`src/rtl/alex_spi_multi.sv`:
```
// Multi-channel serial loader for Alex filter/relay boards: one shared data/clock pair,
// one latch strobe per channel, automatic resend on change, force request and reset release.
module alex_spi_multi #(
    parameter int unsigned DATA_WIDTH = 32,
    parameter int unsigned NUM_CH     = 2,
    parameter int unsigned CLK_DIV    = 1,
    parameter int unsigned REPEAT     = 2,
    parameter bit          MSB_FIRST  = 1'b1
) (
    input  logic                         spi_clock,
    input  logic                         reset,
    input  logic                         enable,
    input  logic                         force_req,  // resend-all request ("force" is reserved)
    input  logic [NUM_CH*DATA_WIDTH-1:0] Alex_data,
    output logic                         SPI_data,
    output logic                         SPI_clock,
    output logic [NUM_CH-1:0]            load_strobe,
    output logic                         busy,
    output logic                         frame_done
);

    localparam int unsigned BitW = (DATA_WIDTH > 1) ? $clog2(DATA_WIDTH) : 1;
    localparam int unsigned ChW  = (NUM_CH > 1) ? $clog2(NUM_CH) : 1;
    localparam int unsigned SumW = ChW + 1;
    localparam int unsigned DivW = (CLK_DIV > 1) ? $clog2(CLK_DIV) : 1;

    localparam logic [BitW-1:0] BitLast = BitW'(DATA_WIDTH - 1);
    localparam logic [DivW-1:0] DivLast = DivW'(CLK_DIV - 1);
    localparam logic [1:0]      RepLast = 2'(REPEAT - 1);
    localparam logic [ChW-1:0]  ChLast  = ChW'(NUM_CH - 1);
    localparam logic [SumW-1:0] ChNum   = SumW'(NUM_CH);

    typedef enum logic [2:0] {
        StIdle,
        StShiftLo,
        StShiftHi,
        StStrobe,
        StGap,
        StDone
    } state_e;

    state_e                state_q, state_d;
    logic [ChW-1:0]        sel_q, sel_d;
    logic [ChW-1:0]        rr_q, rr_d;
    logic [DATA_WIDTH-1:0] snap_q, snap_d;
    logic [BitW-1:0]       bit_q, bit_d;
    logic [1:0]            rep_q, rep_d;
    logic [DivW-1:0]       div_q, div_d;
    logic [NUM_CH-1:0]     pending_q, pending_d;
    logic [DATA_WIDTH-1:0] prev_q [NUM_CH];
    logic [DATA_WIDTH-1:0] prev_d [NUM_CH];
    logic [DATA_WIDTH-1:0] chan   [NUM_CH];

    logic [ChW-1:0]        pick;
    logic                  pick_vld;
    logic [SumW-1:0]       sum;
    logic                  start;
    logic                  div_last;
    logic [NUM_CH-1:0]     active;
    logic [NUM_CH-1:0]     changed;
    logic [BitW-1:0]       bit_idx;
    logic                  spi_data_d;
    logic                  spi_clock_d;
    logic [NUM_CH-1:0]     strobe_d;
    logic                  busy_d;
    logic                  frame_done_d;

    always_comb begin
        for (int c = 0; c < NUM_CH; c++) begin
            chan[c] = Alex_data[c*DATA_WIDTH +: DATA_WIDTH];
        end
    end

    // Round-robin pick: first pending channel at or after rr_q, wrapping.
    always_comb begin
        pick     = '0;
        pick_vld = 1'b0;
        sum      = '0;
        for (int i = 0; i < NUM_CH; i++) begin
            sum = SumW'(rr_q) + SumW'(i);
            if (sum >= ChNum) begin
                sum = sum - ChNum;
            end
            if (!pick_vld && pending_q[sum[ChW-1:0]]) begin
                pick_vld = 1'b1;
                pick     = sum[ChW-1:0];
            end
        end
    end

    always_comb begin
        state_d  = state_q;
        sel_d    = sel_q;
        rr_d     = rr_q;
        snap_d   = snap_q;
        bit_d    = bit_q;
        rep_d    = rep_q;
        div_d    = div_q;
        prev_d   = prev_q;
        start    = 1'b0;
        div_last = (div_q == DivLast);

        case (state_q)
            StIdle: begin
                if (pick_vld) begin
                    start = 1'b1;
                    sel_d = pick;
                    for (int c = 0; c < NUM_CH; c++) begin
                        if (pick == ChW'(c)) begin
                            snap_d = chan[c];
                        end
                    end
                    bit_d   = BitLast;
                    rep_d   = '0;
                    div_d   = '0;
                    state_d = StShiftLo;
                end
            end
            StShiftLo: begin
                if (div_last) begin
                    div_d   = '0;
                    state_d = StShiftHi;
                end else begin
                    div_d = div_q + 1'b1;
                end
            end
            StShiftHi: begin
                if (div_last) begin
                    div_d = '0;
                    if (bit_q == '0) begin
                        state_d = StStrobe;
                    end else begin
                        bit_d   = bit_q - 1'b1;
                        state_d = StShiftLo;
                    end
                end else begin
                    div_d = div_q + 1'b1;
                end
            end
            StStrobe: begin
                if (div_last) begin
                    div_d   = '0;
                    state_d = StGap;
                end else begin
                    div_d = div_q + 1'b1;
                end
            end
            StGap: begin
                if (rep_q < RepLast) begin
                    rep_d   = rep_q + 1'b1;
                    bit_d   = BitLast;
                    state_d = StShiftLo;
                end else begin
                    state_d = StDone;
                end
            end
            StDone: begin
                for (int c = 0; c < NUM_CH; c++) begin
                    if (sel_q == ChW'(c)) begin
                        prev_d[c] = snap_q;
                    end
                end
                rr_d    = (sel_q == ChLast) ? '0 : sel_q + 1'b1;
                state_d = StIdle;
            end
            default: state_d = StIdle;
        endcase

        // The channel in flight compares against a stale prev until DONE, so its change
        // detection is masked; prev then takes the snapshot and later edits are seen in IDLE.
        active  = '0;
        changed = '0;
        for (int c = 0; c < NUM_CH; c++) begin
            if ((state_q != StIdle && sel_q == ChW'(c)) || (start && pick == ChW'(c))) begin
                active[c] = 1'b1;
            end
            changed[c] = enable && (chan[c] != prev_q[c]) && !active[c];
        end

        pending_d = pending_q;
        for (int c = 0; c < NUM_CH; c++) begin
            if (start && pick == ChW'(c)) begin
                pending_d[c] = 1'b0;
            end
        end
        pending_d = pending_d | changed;
        if (force_req) begin
            pending_d = '1;
        end

        // Pin values are registered from next-state so the connector sees glitch-free levels.
        bit_idx      = MSB_FIRST ? bit_d : BitLast - bit_d;
        spi_data_d   = ((state_d == StShiftLo) || (state_d == StShiftHi)) && snap_d[bit_idx];
        spi_clock_d  = (state_d == StShiftHi);
        strobe_d     = '0;
        for (int c = 0; c < NUM_CH; c++) begin
            if (state_d == StStrobe && sel_d == ChW'(c)) begin
                strobe_d[c] = 1'b1;
            end
        end
        busy_d       = (state_d != StIdle);
        frame_done_d = (state_d == StDone);
    end

    always_ff @(posedge spi_clock or posedge reset) begin
        if (reset) begin
            state_q     <= StIdle;
            sel_q       <= '0;
            rr_q        <= '0;
            snap_q      <= '0;
            bit_q       <= '0;
            rep_q       <= '0;
            div_q       <= '0;
            pending_q   <= '1;
            for (int c = 0; c < NUM_CH; c++) begin
                prev_q[c] <= '0;
            end
            SPI_data    <= 1'b0;
            SPI_clock   <= 1'b0;
            load_strobe <= '0;
            busy        <= 1'b0;
            frame_done  <= 1'b0;
        end else begin
            state_q     <= state_d;
            sel_q       <= sel_d;
            rr_q        <= rr_d;
            snap_q      <= snap_d;
            bit_q       <= bit_d;
            rep_q       <= rep_d;
            div_q       <= div_d;
            pending_q   <= pending_d;
            for (int c = 0; c < NUM_CH; c++) begin
                prev_q[c] <= prev_d[c];
            end
            SPI_data    <= spi_data_d;
            SPI_clock   <= spi_clock_d;
            load_strobe <= strobe_d;
            busy        <= busy_d;
            frame_done  <= frame_done_d;
        end
    end

endmodule

```
`config.mk`:
```
export PLATFORM = sky130hd
export DESIGN_NAME = alex_spi_multi
export DESIGN_NICKNAME = d
export VERILOG_FILES = /design/src/rtl/alex_spi_multi.sv
export SDC_FILE = /design/constraint.sdc
export NUM_CORES = 1
export LEC_CHECK = 0
export CORE_MARGIN = 2
export CORE_UTILIZATION = 50
export CTS_BUF_LIST = sky130_fd_sc_hd__clkbuf_8
export DETAILED_ROUTE_END_ITERATION = 16
export GPL_TIMING_DRIVEN = 1
export PLACE_DENSITY = 0.71
export SETUP_SLACK_MARGIN = 0.2
export SLEW_MARGIN = 30
export SYNTH_ARGS = -nofsm -noshare
export SYNTH_HDL_FRONTEND = slang
export SYNTH_SLANG_ARGS = --single-unit
```
`constraint.sdc`:
```
create_clock -name spi_clock -period 6.3 [get_ports spi_clock]
set_clock_uncertainty 0.05 [all_clocks]
set_input_delay 1.575 -clock spi_clock [delete_from_list [all_inputs] [get_ports spi_clock]]
set_output_delay 1.575 -clock spi_clock [all_outputs]
set_load 0.05 [all_outputs]
```
==> summary.md <==
| Metric | Value |
|---|---|
| Status | finished, final reports clean |
| Crit-path cells | nor3_2 -> nand2_1 -> o211ai_2 -> buf_4 -> a221o_1 -> a31o_1 -> nor4_2 -> o21ai_1 -> and4_1 |
| Fin nets | 632 |
| CP max FO | 18 |
| Worst Path Buf+Inv | 1 |
| DIE WIDTH | 111 um |
| Final GP Congestion | 0.865 |
| WS Path Type | flop to flop |
| Commonest non-fill, non-tap cell in the layout | dfrtp_1 |
| Clock transition at path regs | 0.07 ns |
| FP Rows | 39 |
| Syn nets | 558 |
| Clock Sinks | 116 |
| ANT cells | 0 |
| Mapped Cells | 488 |
| Critical path's slowest cell | dfrtp_1 |
| Post-synth ARST share | 1.00 |
| Core area | 0.0113 mm2 |
| Final ANT Viol Nets | 0 |
| Mapped Avg Cell Area | 11.8 um2 |
| Htree depth | 4 |
| Vias in the first global route | 4457 |
| Fin crit period | 3.52 ns |
| Final Util | 0.620 |
| Antenna violations before repair | 0 |
| # port buffers | 73 |
| Peak VDD IR | 0.246 mV |
| Final WL | 15300 um |
| FF+latch count, synth | 116 |
| Synthesized area | 0.00576 mm2 |
| Power density over the cells | 494 mW/mm2 |
| Element type at the critical path start | flop |
| Area grow syn2layout | 21.9% |
| Setup crit end kind | flop |
| Unrepaired setup endpoints after global routing | no |
| Ratio of cells with drive above 1 in the final layout | 0.200 |
| # Post-CTS Setup Buffers | 0 |
| Crit path max-delay family | compound AO/OA/AOI/OAI gates |
| FMAX | 284 MHz |
| Final Hold Viols | 0 |
| Slew Limit Headroom | 0.375 |
| Period utilisation layout | 0.559 |
| Crit path required time | 6.59 ns |
| Most frequent cells in the layout | dfrtp_1, clkdlybuf4s50_1, mux2_2, xnor2_1, inv_1 |
| CP Data Arrival Time | 3.82 ns |
| # hold bufs at CTS | 0 |
| Effective utilization at floorplan | 0.509 |
| Most used DFF post-synth | dfrtp_1 |
| DRC violations left | 0 |
| Sequential area share after synthesis | 0.505 |
| Cts repair resizes | 0 |
| Setup violations, final | 0 |
| Worst hold path type | flop to flop |
| Die height | 111 um |
| First-pass GRT wire length | 24100 um |
| Count of TritonRoute iterations in the first routing pass | 8 |
| Clk root buf | clkbuf_8 |
| Dpl hpwl | 10600 um |
| CTS tree | yes |
| Gr ovfl total | 0 |
| Die area | 0.0124 mm2 |
| # IOs | 74 |
| Fin Setup TNS | 0 ns |
| Routed via count | 4317 |
| Synth unique cells | 56 |
| DRT iter0 DRCs | 424 |
| Worst-Skew Late Latency | 0.45 ns |
| Total GRT Usage | 0.255 |
| CTS Buf Count | 17 |
| Slew Limit Fails | 0 |
| Worst Tran Pin Value | 0.936 ns |
| CP peak stage delay | 0.65 ns |
| Longest Clk Path Bufs | 2 |
| Wire per inst | 21.4 um |
| Largest net degree at the start of global routing | 87 |
| Max-cap check violation count | 0 |
| YS warnings | 0 |
| Post-synth EDFFs | 0 |
| Leak | 0.00302 uW |
| Drt via density | 6.01 |
area by class of cell:
type / count / area (um2)
Inverter: 38 / 148
Clock inverter: 10 / 105
Fill cell: 925 / 4300
Timing Repair Buffer: 80 / 783
Tap cell: 143 / 179
Sequential cell: 116 / 2910
Clock buffer: 22 / 303
Multi-Input combinational cell: 309 / 2600
sequential cells by signal, summed over array words and instances, names as in the netlist:
| name | cells |
|---|---|
| prev_q | 64 |
| snap_q | 32 |
| bit_q | 5 |
| state_q | 3 |
| load_strobe | 2 |
| pending_q | 2 |
| rep_q | 2 |
| SPI_clock | 1 |
| SPI_data | 1 |
| busy | 1 |
| frame_done | 1 |
| rr_q | 1 |
| sel_q | 1 |
Yosys cell counts, types with 3 or more instances:
library cell,instances,share of area
a211oi_1,20,0.026
a21o_1,3,0.0039
a21oi_1,10,0.0087
a222oi_1,27,0.047
a22oi_1,3,0.0039
buf_1,3,0.0020
buf_2,8,0.0070
clkbuf_1,12,0.0078
dfrtp_1,114,0.50
inv_1,38,0.025
mux2_2,64,0.13
mux2i_1,3,0.0052
nand2_1,14,0.0091
nand2b_1,5,0.0054
nand3_1,4,0.0035
nand4_1,18,0.020
nor2_1,11,0.0072
nor2b_1,3,0.0033
nor4_1,4,0.0043
o21ai_0,8,0.0070
o21ai_1,3,0.0026
o21bai_1,3,0.0039
o22ai_1,3,0.0033
xnor2_1,64,0.097
logic make-up (layout without fill, tap and decap cells):
| logic type | count (synthesis) | count (layout) | synth area share |
|---|---|---|---|
| DFF | 116 | 116 | 0.505 |
| muxes | 68 | 68 | 0.132 |
| and+or+nand+nor | 79 | 79 | 0.0850 |
| adders and majority gates | 2 | 2 | 0.00435 |
| AOI/OAI and AO/OA | 96 | 96 | 0.131 |
| buffers and inverters | 63 | 150 | 0.0448 |
| xor gates and xnor gates | 64 | 64 | 0.0974 |
through the flow:
| stage | instance area [um2] | power [uW] | std cells | setup WS, ns | hold WS [ns] |
|---|---|---|---|---|---|
| after floorplan | 5760 | 2300 | 488 | 1.61 | 0.436 |
| after global placement | 6610 | 2700 | 686 | 2.83 | 0.457 |
| after detailed placement | 6610 | 2750 | 686 | 2.79 | 0.466 |
| after CTS | 7020 | 3450 | 718 | 2.83 | 0.481 |
| after global routing | 7020 | 3660 | 718 | 2.56 | 0.497 |
| final | 7020 | 3470 | 718 | 2.78 | 0.476 |
worst reg2reg max path: cells and delay by family (launching register included):
kind / cells / cell delay (ns)
AOI/OAI and AO/OA: 4 / 1.19
buffers and inverters: 1 / 0.38
DFF: 1 / 0.65
and+or+nand+nor: 4 / 1.15
power breakdown:
| group | internal, uW | switching [uW] |
|---|---|---|
| registers | 1060 | 258 |
| clock network | 399 | 305 |
| logic | 640 | 803 |
| total | 2100 | 1370 |
layer usage:
metal / track usage / vias up / share of wire
met5: 0 / - / 0
met4: 0.101 / 0 / 0.022
met3: 0.0519 / 26 / 0.062
met2: 0.408 / 160 / 0.48
met1: 0.343 / 2185 / 0.43
li1: - / 1946 / -
final timing paths:
| check | from | end | depth (start not counted) | slack (ns) |
|---|---|---|---|---|
| setup / recovery | state_q[2]$_DFF_PP0_ | SPI_data$_DFF_PP0_ | 9 | 2.78 |
| max in group asynchronous | reset | snap_q[27]$_DFF_PP0_ | 3 | 3.67 |
| hold reg to reg | prev_q[17]$_DFFE_PP0P_ | prev_q[17]$_DFFE_PP0P_ | 1 | 0.48 |
| min in group asynchronous | reset | prev_q[34]$_DFFE_PP0P_ | 2 | 1.60 |
| setup reg to reg | state_q[2]$_DFF_PP0_ | SPI_data$_DFF_PP0_ | 9 | 2.78 |
| hold / removal | prev_q[17]$_DFFE_PP0P_ | prev_q[17]$_DFFE_PP0P_ | 1 | 0.48 |
(Power assumes the default switching activity.)
